[src/rtl/crop_pkg.sv]
// Shared types for the crop filter: FSM states and the pixel type.
// Latency: n/a (types only).
// Backpressure: n/a (types only).
package crop_pkg;

   localparam int PIX_W = 8;

   typedef logic [PIX_W-1:0] pixel_t;

   typedef enum logic [1:0] {
      ST_IDLE,
      ST_WAIT_SOF,
      ST_CAPTURE,
      ST_DRAIN
   } state_t;

endpackage

[src/rtl/crop_buffer.sv]
// Simple dual-port pixel RAM holding one cropped window.
// Latency: read data appears one cycle after i_rd_en; writes land at the clock edge.
// Backpressure: none; o_rd_data holds its value while i_rd_en is low.
module crop_buffer #(
   parameter int DEPTH = 100,
   parameter int AW    = 7
) (
   input  logic          i_clk,
   input  logic          i_wr_en,
   input  logic [AW-1:0] i_wr_addr,
   input  logic [7:0]    i_wr_data,
   input  logic          i_rd_en,
   input  logic [AW-1:0] i_rd_addr,
   output logic [7:0]    o_rd_data
);
   import crop_pkg::*;

   pixel_t r_mem [DEPTH];
   pixel_t r_rd_data;

   assign o_rd_data = r_rd_data;

   // Write port plus registered read port; no reset, contents are don't-care.
   always_ff @(posedge i_clk) begin
      if (i_wr_en) r_mem[i_wr_addr] <= i_wr_data;
      if (i_rd_en) r_rd_data <= r_mem[i_rd_addr];
   end

endmodule

[src/rtl/crop_filter.sv]
// Captures one raw frame, keeps the crop window in a buffer, then streams it out with its max.
// Latency: ap_done one cycle after the last raw pixel; first output two cycles into DRAIN.
// Backpressure: s_axis_tready only in WAIT_SOF/CAPTURE; m_axis holds data while !m_axis_tready.
module crop_filter #(
   parameter int IN_ROWS    = 16,
   parameter int IN_COLS    = 16,
   parameter int OUT_ROWS   = 10,
   parameter int OUT_COLS   = 10,
   parameter int ROW_OFFSET = 0,
   parameter int COL_OFFSET = 0
) (
   input  logic       clk,
   input  logic       srst,
   input  logic       ap_start,
   output logic       ap_idle,
   output logic       ap_ready,
   output logic       ap_done,
   input  logic       s_axis_tvalid,
   output logic       s_axis_tready,
   input  logic [7:0] s_axis_tdata,
   input  logic       s_axis_tuser,
   output logic       m_axis_tvalid,
   input  logic       m_axis_tready,
   output logic [7:0] m_axis_tdata,
   output logic [7:0] max_value
);
   import crop_pkg::*;

   localparam int DEPTH = OUT_ROWS * OUT_COLS;
   localparam int RW    = $clog2(IN_ROWS) + 1;
   localparam int CW    = $clog2(IN_COLS) + 1;
   localparam int AW    = $clog2(DEPTH) + 1;
   localparam int BAW   = (DEPTH > 1) ? $clog2(DEPTH) : 1;

   localparam logic [RW-1:0] ROW_LO   = RW'(ROW_OFFSET);
   localparam logic [RW-1:0] ROW_HI   = RW'(ROW_OFFSET + OUT_ROWS);
   localparam logic [CW-1:0] COL_LO   = CW'(COL_OFFSET);
   localparam logic [CW-1:0] COL_HI   = CW'(COL_OFFSET + OUT_COLS);
   localparam logic [RW-1:0] ROW_LAST = RW'(IN_ROWS - 1);
   localparam logic [CW-1:0] COL_LAST = CW'(IN_COLS - 1);
   localparam logic [AW-1:0] A_LAST   = AW'(DEPTH - 1);
   localparam logic [AW-1:0] A_DEPTH  = AW'(DEPTH);

   state_t        r_state, w_next;
   logic [RW-1:0] r_row, w_row;
   logic [CW-1:0] r_col, w_col;
   logic [AW-1:0] r_waddr, w_waddr;
   pixel_t        r_max_run, r_max_out, w_max_base, w_max_new;
   logic          r_done;
   logic          w_start, w_acc, w_proc, w_inwin, w_last;

   logic [AW-1:0] r_raddr, r_ocnt;
   logic          r_rd_vld, r_tvalid;
   pixel_t        r_tdata, w_rd_data;
   logic          w_ren, w_ld, w_hs;

   assign ap_idle       = (r_state == ST_IDLE);
   assign ap_ready      = (r_state == ST_IDLE);
   assign ap_done       = r_done;
   assign s_axis_tready = (r_state == ST_WAIT_SOF) || (r_state == ST_CAPTURE);
   assign m_axis_tvalid = r_tvalid;
   assign m_axis_tdata  = r_tdata;
   assign max_value     = r_max_out;

   // A SOF beat always counts as pixel (0,0) with a fresh window and max.
   assign w_start    = ap_start && (r_state == ST_IDLE);
   assign w_acc      = s_axis_tvalid && s_axis_tready;
   assign w_proc     = w_acc && (s_axis_tuser || (r_state == ST_CAPTURE));
   assign w_row      = s_axis_tuser ? '0 : r_row;
   assign w_col      = s_axis_tuser ? '0 : r_col;
   assign w_waddr    = s_axis_tuser ? '0 : r_waddr;
   assign w_max_base = s_axis_tuser ? '0 : r_max_run;
   assign w_inwin    = (w_row >= ROW_LO) && (w_row < ROW_HI) &&
                       (w_col >= COL_LO) && (w_col < COL_HI);
   assign w_max_new  = (w_inwin && (s_axis_tdata > w_max_base)) ? s_axis_tdata : w_max_base;
   assign w_last     = w_proc && (w_row == ROW_LAST) && (w_col == COL_LAST);

   // Drain pipeline: RAM output stage feeds the output register; a read is
   // issued only when the RAM stage is empty or moving, so no beat is lost.
   assign w_hs  = r_tvalid && m_axis_tready;
   assign w_ld  = r_rd_vld && (!r_tvalid || m_axis_tready);
   assign w_ren = (r_state == ST_DRAIN) && (r_raddr < A_DEPTH) && (!r_rd_vld || w_ld);

   // State register.
   always_ff @(posedge clk or posedge srst) begin
      if (srst) r_state <= ST_IDLE;
      else      r_state <= w_next;
   end

   // Next-state logic.
   always_comb begin
      w_next = r_state;
      case (r_state)
         ST_IDLE:     if (ap_start) w_next = ST_WAIT_SOF;
         ST_WAIT_SOF: if (w_last) w_next = ST_DRAIN; else if (w_proc) w_next = ST_CAPTURE;
         ST_CAPTURE:  if (w_last) w_next = ST_DRAIN;
         ST_DRAIN:    if (w_hs && (r_ocnt == A_LAST)) w_next = ST_IDLE;
         default:     w_next = ST_IDLE;
      endcase
   end

   // Raster position, write address and running max during capture.
   always_ff @(posedge clk or posedge srst) begin
      if (srst) begin
         r_row     <= '0;
         r_col     <= '0;
         r_waddr   <= '0;
         r_max_run <= '0;
         r_max_out <= '0;
         r_done    <= 1'b0;
      end else begin
         r_done <= w_last;
         if (w_start) begin
            r_row     <= '0;
            r_col     <= '0;
            r_waddr   <= '0;
            r_max_run <= '0;
            r_max_out <= '0;
         end else if (w_proc) begin
            if (w_col == COL_LAST) begin
               r_col <= '0;
               r_row <= w_row + RW'(1);
            end else begin
               r_col <= w_col + CW'(1);
               r_row <= w_row;
            end
            r_waddr   <= w_inwin ? (w_waddr + AW'(1)) : w_waddr;
            r_max_run <= w_max_new;
            // A zero max would make the downstream divide by zero.
            if (w_last) r_max_out <= (w_max_new == '0) ? 8'd1 : w_max_new;
         end
      end
   end

   // Read address, output count and the two drain pipeline stages.
   always_ff @(posedge clk or posedge srst) begin
      if (srst) begin
         r_raddr  <= '0;
         r_ocnt   <= '0;
         r_rd_vld <= 1'b0;
         r_tvalid <= 1'b0;
         r_tdata  <= '0;
      end else begin
         if (w_start || w_last) begin
            r_raddr  <= '0;
            r_ocnt   <= '0;
            r_rd_vld <= 1'b0;
         end else begin
            if (w_ren) r_raddr <= r_raddr + AW'(1);
            if (w_hs)  r_ocnt  <= r_ocnt + AW'(1);
            if (w_ren)     r_rd_vld <= 1'b1;
            else if (w_ld) r_rd_vld <= 1'b0;
         end
         if (w_ld) r_tdata <= w_rd_data;
         if (w_ld)      r_tvalid <= 1'b1;
         else if (w_hs) r_tvalid <= 1'b0;
      end
   end

   crop_buffer #(
      .DEPTH (DEPTH),
      .AW    (BAW)
   ) u_buf (
      .i_clk     (clk),
      .i_wr_en   (w_proc && w_inwin),
      .i_wr_addr (w_waddr[BAW-1:0]),
      .i_wr_data (s_axis_tdata),
      .i_rd_en   (w_ren),
      .i_rd_addr (r_raddr[BAW-1:0]),
      .o_rd_data (w_rd_data)
   );

endmodule

[config.mk]
export PLATFORM = sky130hd
export DESIGN_NAME = crop_filter
export DESIGN_NICKNAME = d
export VERILOG_FILES = /design/src/rtl/crop_pkg.sv /design/src/rtl/crop_buffer.sv /design/src/rtl/crop_filter.sv
export SDC_FILE = /design/constraint.sdc
export NUM_CORES = 1
export LEC_CHECK = 0
export BUFFER_PORTS_ARGS = -buffer_cell sky130_fd_sc_hd__buf_4
export CORE_ASPECT_RATIO = 0.75
export CORE_UTILIZATION = 50
export CTS_BUF_LIST = sky130_fd_sc_hd__clkbuf_16
export CTS_CLUSTER_DIAMETER = 200
export DETAILED_ROUTE_END_ITERATION = 12
export HOLD_SLACK_MARGIN = 0.05
export PLACE_DENSITY = 0.74
export SYNTH_ARGS = -nofsm -noshare
export SYNTH_HDL_FRONTEND = slang
export SYNTH_HIERARCHICAL = 1
export SYNTH_SLANG_ARGS = --single-unit
[constraint.sdc]
create_clock -name clk -period 7.5 [get_ports clk]
set_clock_uncertainty 0.05 [all_clocks]
set_input_delay 1.5 -clock clk [delete_from_list [all_inputs] [get_ports clk]]
set_output_delay 1.5 -clock clk [all_outputs]
set_load 0.05 [all_outputs]
==> impl_metrics.py <==
metrics = {
    "routing": {
        "drt-vias-per-instance": 6.475,
        "vias": 17720,
        "wirelength_um": 82010,
        "dr.pass1.iters": 6,
        "post-route-drc-count": 0,
        "first_iter_violations": 2599,
        "ant_nets": 0,
        "wl_per_cell_um": 29.97,
    },
    "yosys": {
        "syn_inst": 1733,
        "synth_area_um2": 34520,
        "ys.warnings.count": 6,
        "ys_seq_area_frac": 0.7479,
        "syn_nets": 1765,
        "ys_types": 57,
        "synth_edf_count": 808,
        "yosys_register_bits": 870,
        "synthArstFlopShare": 0.07126,
        "avgSynthCellArea_um2": 19.92,
        "synth_flop_cell": "edfxtp_1",
    },
    "cells_and_area": {
        "fin_util": 0.5594,
        "stdcell_count": 2736,
        "fin_area_um2": 38230,
        "flow.area_growth_from_synthesis_pct": 10.74,
        "final_nets": 1813,
        "drive_gt1_frac": 0.2322,
    },
    "placement": {
        "place_inst": 2592,
        "dp_hpwl_um": 49930,
        "port_buffers": 34,
        "dpl_cell_area_um2": 35630,
        "pre_cts_slack_ps": 2403,
        "routabilityCongestion": 0.9164,
    },
    "clock_tree": {
        "cts_made_buffers": 79,
        "ctsResizeCount": 0,
        "clkTransAtPathRegs_ps": 60,
        "cts_tree": "yes",
        "clk_latency_ps": 630,
        "post_cts_buffers": 0,
        "cts_buffer_depth": 3,
        "root_buffer": "clkbuf_16",
        "cts-htree-levels": 3,
        "cts_hold_buf": 0,
        "cts.sinks": 870,
    },
    "global_route": {
        "antenna_found_initial": 4,
        "gr-total-overflow": 0,
        "grt_pass1_vias": 17290,
        "grt_pass1_wl_um": 121000,
        "grt_start_max_net_pins": 171,
        "track_usage": 0.2393,
    },
    "timing": {
        "fin_ws_ps": 2964,
        "drv_slew": 0,
        "setup-tns-final_ps": 0,
        "final-hold-violation-count": 0,
        "period_share": 0.6048,
        "grt_setup_unrepaired": "no",
        "tightestPinTransition_ps": 1285,
        "min_period_ps": 4536,
        "whs_ps": 427.5,
        "max_freq_ghz": 0.2204,
        "relSlewSlack": 0.1368,
        "finalSetupViolCount": 0,
    },
    "flow_run": {
        "cap_violations": 0,
    },
    "setup_path": {
        "critical_path_required_ps": 7710,
        "regToRegSetupSlack_ps": 3290,
        "path_max_fanout": 32,
        "worstSetupStartpointType": "input port",
        "worstPathArrival_ps": 4750,
        "path_class": "in2reg",
        "cp-end-kind": "flop",
    },
    "die": {
        "io_pins": 35,
        "start_util": 0.5051,
        "fp-row-count": 83,
        "die_height_um": 229.5,
        "die_w_um": 305.4,
        "die_area_um2": 70100,
        "core_region_area_um2": 68330,
    },
    "pwr": {
        "powerDensity_nw_per_um2": 318.9,
        "peakVddDrop_v": 0.0003321,
        "power_leakage_nw": 12.03,
        "power_mw": 12.19,
    },
    "hold_path": {
        "worst_hold_path_type": "reg2reg",
    },
    "run_status": {
        "status": "finished, final reports clean",
    },
}
## cell usage after synthesis (3+ instances only)
library cell	n	area, µm²
and2_1	3	18.77
o21ai_0	13	65.06
a221oi_1	3	26.28
edfxtp_1	808	24260
mux2i_1	23	230.2
or3_1	4	25.02
a31oi_1	5	31.28
o22ai_1	12	75.07
nor4_1	10	62.56
nor2b_1	28	175.2
o211ai_1	4	30.03
a22oi_1	28	210.2
buf_1	7	26.28
xnor2_1	5	43.79
nand4_1	16	100.1
a21oi_1	32	160.2
ha_1	18	225.2
nor3_1	10	50.05
dfrtp_1	62	1551
and3_1	9	56.30
nand3b_1	4	30.03
nor2_1	141	529.3
buf_4	14	105.1
mux4_2	226	5090
buf_6	8	90.09
buf_2	24	120.1
clkbuf_1	37	138.9
inv_1	9	33.78
xor2_1	7	61.31
nand3_1	33	165.2
a211oi_1	3	22.52
nand2b_1	5	31.28
nand2_1	83	311.6
mux2_2	10	112.6
## state kept, by name, indices dropped and copies added, names as in the netlist
name	count
max_value	8
r_ocnt	8
m_axis_tvalid	1
r_row	5
m_axis_tdata	8
ap_done	1
r_col	5
u_buf/r_mem	800
r_waddr	7
r_rd_vld	1
r_state	2
u_buf/o_rd_data	8
r_raddr	8
r_max_run	8
## final cells by class
type / count / area [µm²]
Multi-Input combinational cell: 762 / 8182
Antenna cell: 1 / 2.502
Clock inverter: 63 / 589.3
Timing Repair Buffer: 57 / 465.4
Tap cell: 892 / 1116
Sequential cell: 870 / 25830
Clock buffer: 80 / 2002
Fill cell: 4948 / 30110
Inverter: 11 / 41.29
## layout by cell type, fill, tap and decap left out, types with 4 or more instances in the layout
cell type	instances
xnor2_1	5
clkinv_2	16
a31oi_1	5
o211ai_1	4
dfrtp_1	58
nand3_1	33
nand3b_1	4
or3_1	4
clkinvlp_4	8
clkinv_1	11
buf_4	54
mux2i_1	23
o22ai_1	12
xor2_1	7
nand4_1	16
a21oi_1	32
nor4_1	10
o21ai_0	13
inv_1	17
clkbuf_16	80
mux2_2	10
nand2_1	83
nand2b_1	5
and3_1	9
nor3_1	10
bufinv_16	9
edfxtp_1	808
nor2b_1	28
a22oi_1	28
nor2_1	141
mux4_2	226
inv_6	5
ha_1	18
## report_power, final
group / internal (mW) / switching [mW]
combinational: 1.14 / 1.43
clock: 2.27 / 1.78
sequential: 5.44 / 0.129
total: 8.85 / 3.34
## worst max-delay path, cell delays in order
cell     delay (ps)
buf_4           300
o211a_1         410
o21a_1          430
nor2b_1         400
nand3_1         830
nor2_1          870
## final timing paths
check | start | end | cells after the start
setup reg to reg | r_state[1]$_DFFE_PP0P_ | u_buf/r_mem[86][0]$_DFFE_PP_ | 7
hold reg to reg | u_buf/o_rd_data[3]$_DFFE_PP_ | m_axis_tdata[3]$_DFFE_PP0P_ | 1
min in group asynchronous | srst | r_ocnt[3]$_DFFE_PP0P_ | 3
max in group asynchronous | srst | r_raddr[1]$_DFFE_PP0P_ | 3
setup / recovery | s_axis_tuser | u_buf/r_mem[86][0]$_DFFE_PP_ | 6
hold / removal | u_buf/o_rd_data[3]$_DFFE_PP_ | m_axis_tdata[3]$_DFFE_PP0P_ | 1
## routing by layer
| metal | global-route usage | vias to the layer above | share of wire |
|---|---|---|---|
| met2 | 0.3492 | 1129 | 0.45 |
| met3 | 0.06227 | 143 | 0.12 |
| li1 | - | 7178 | - |
| met1 | 0.3620 | 9262 | 0.41 |
| met5 | 0 | - | 0.00041 |
| met4 | 0.05795 | 4 | 0.024 |
## logic make-up after synthesis
kind of cell | count (synthesis) | share of synthesized area
AO/OA/AOI/OAI | 117 | 0.02237
flip-flops | 870 | 0.7479
multiplexers | 259 | 0.1574
buffers and inverters | 101 | 0.01512
XOR/XNOR | 12 | 0.003045
adder cells (fa/ha/maj) | 18 | 0.006525
AND/OR/NAND/NOR | 356 | 0.04770
Note: power is estimated with default switching activity, not from simulation.
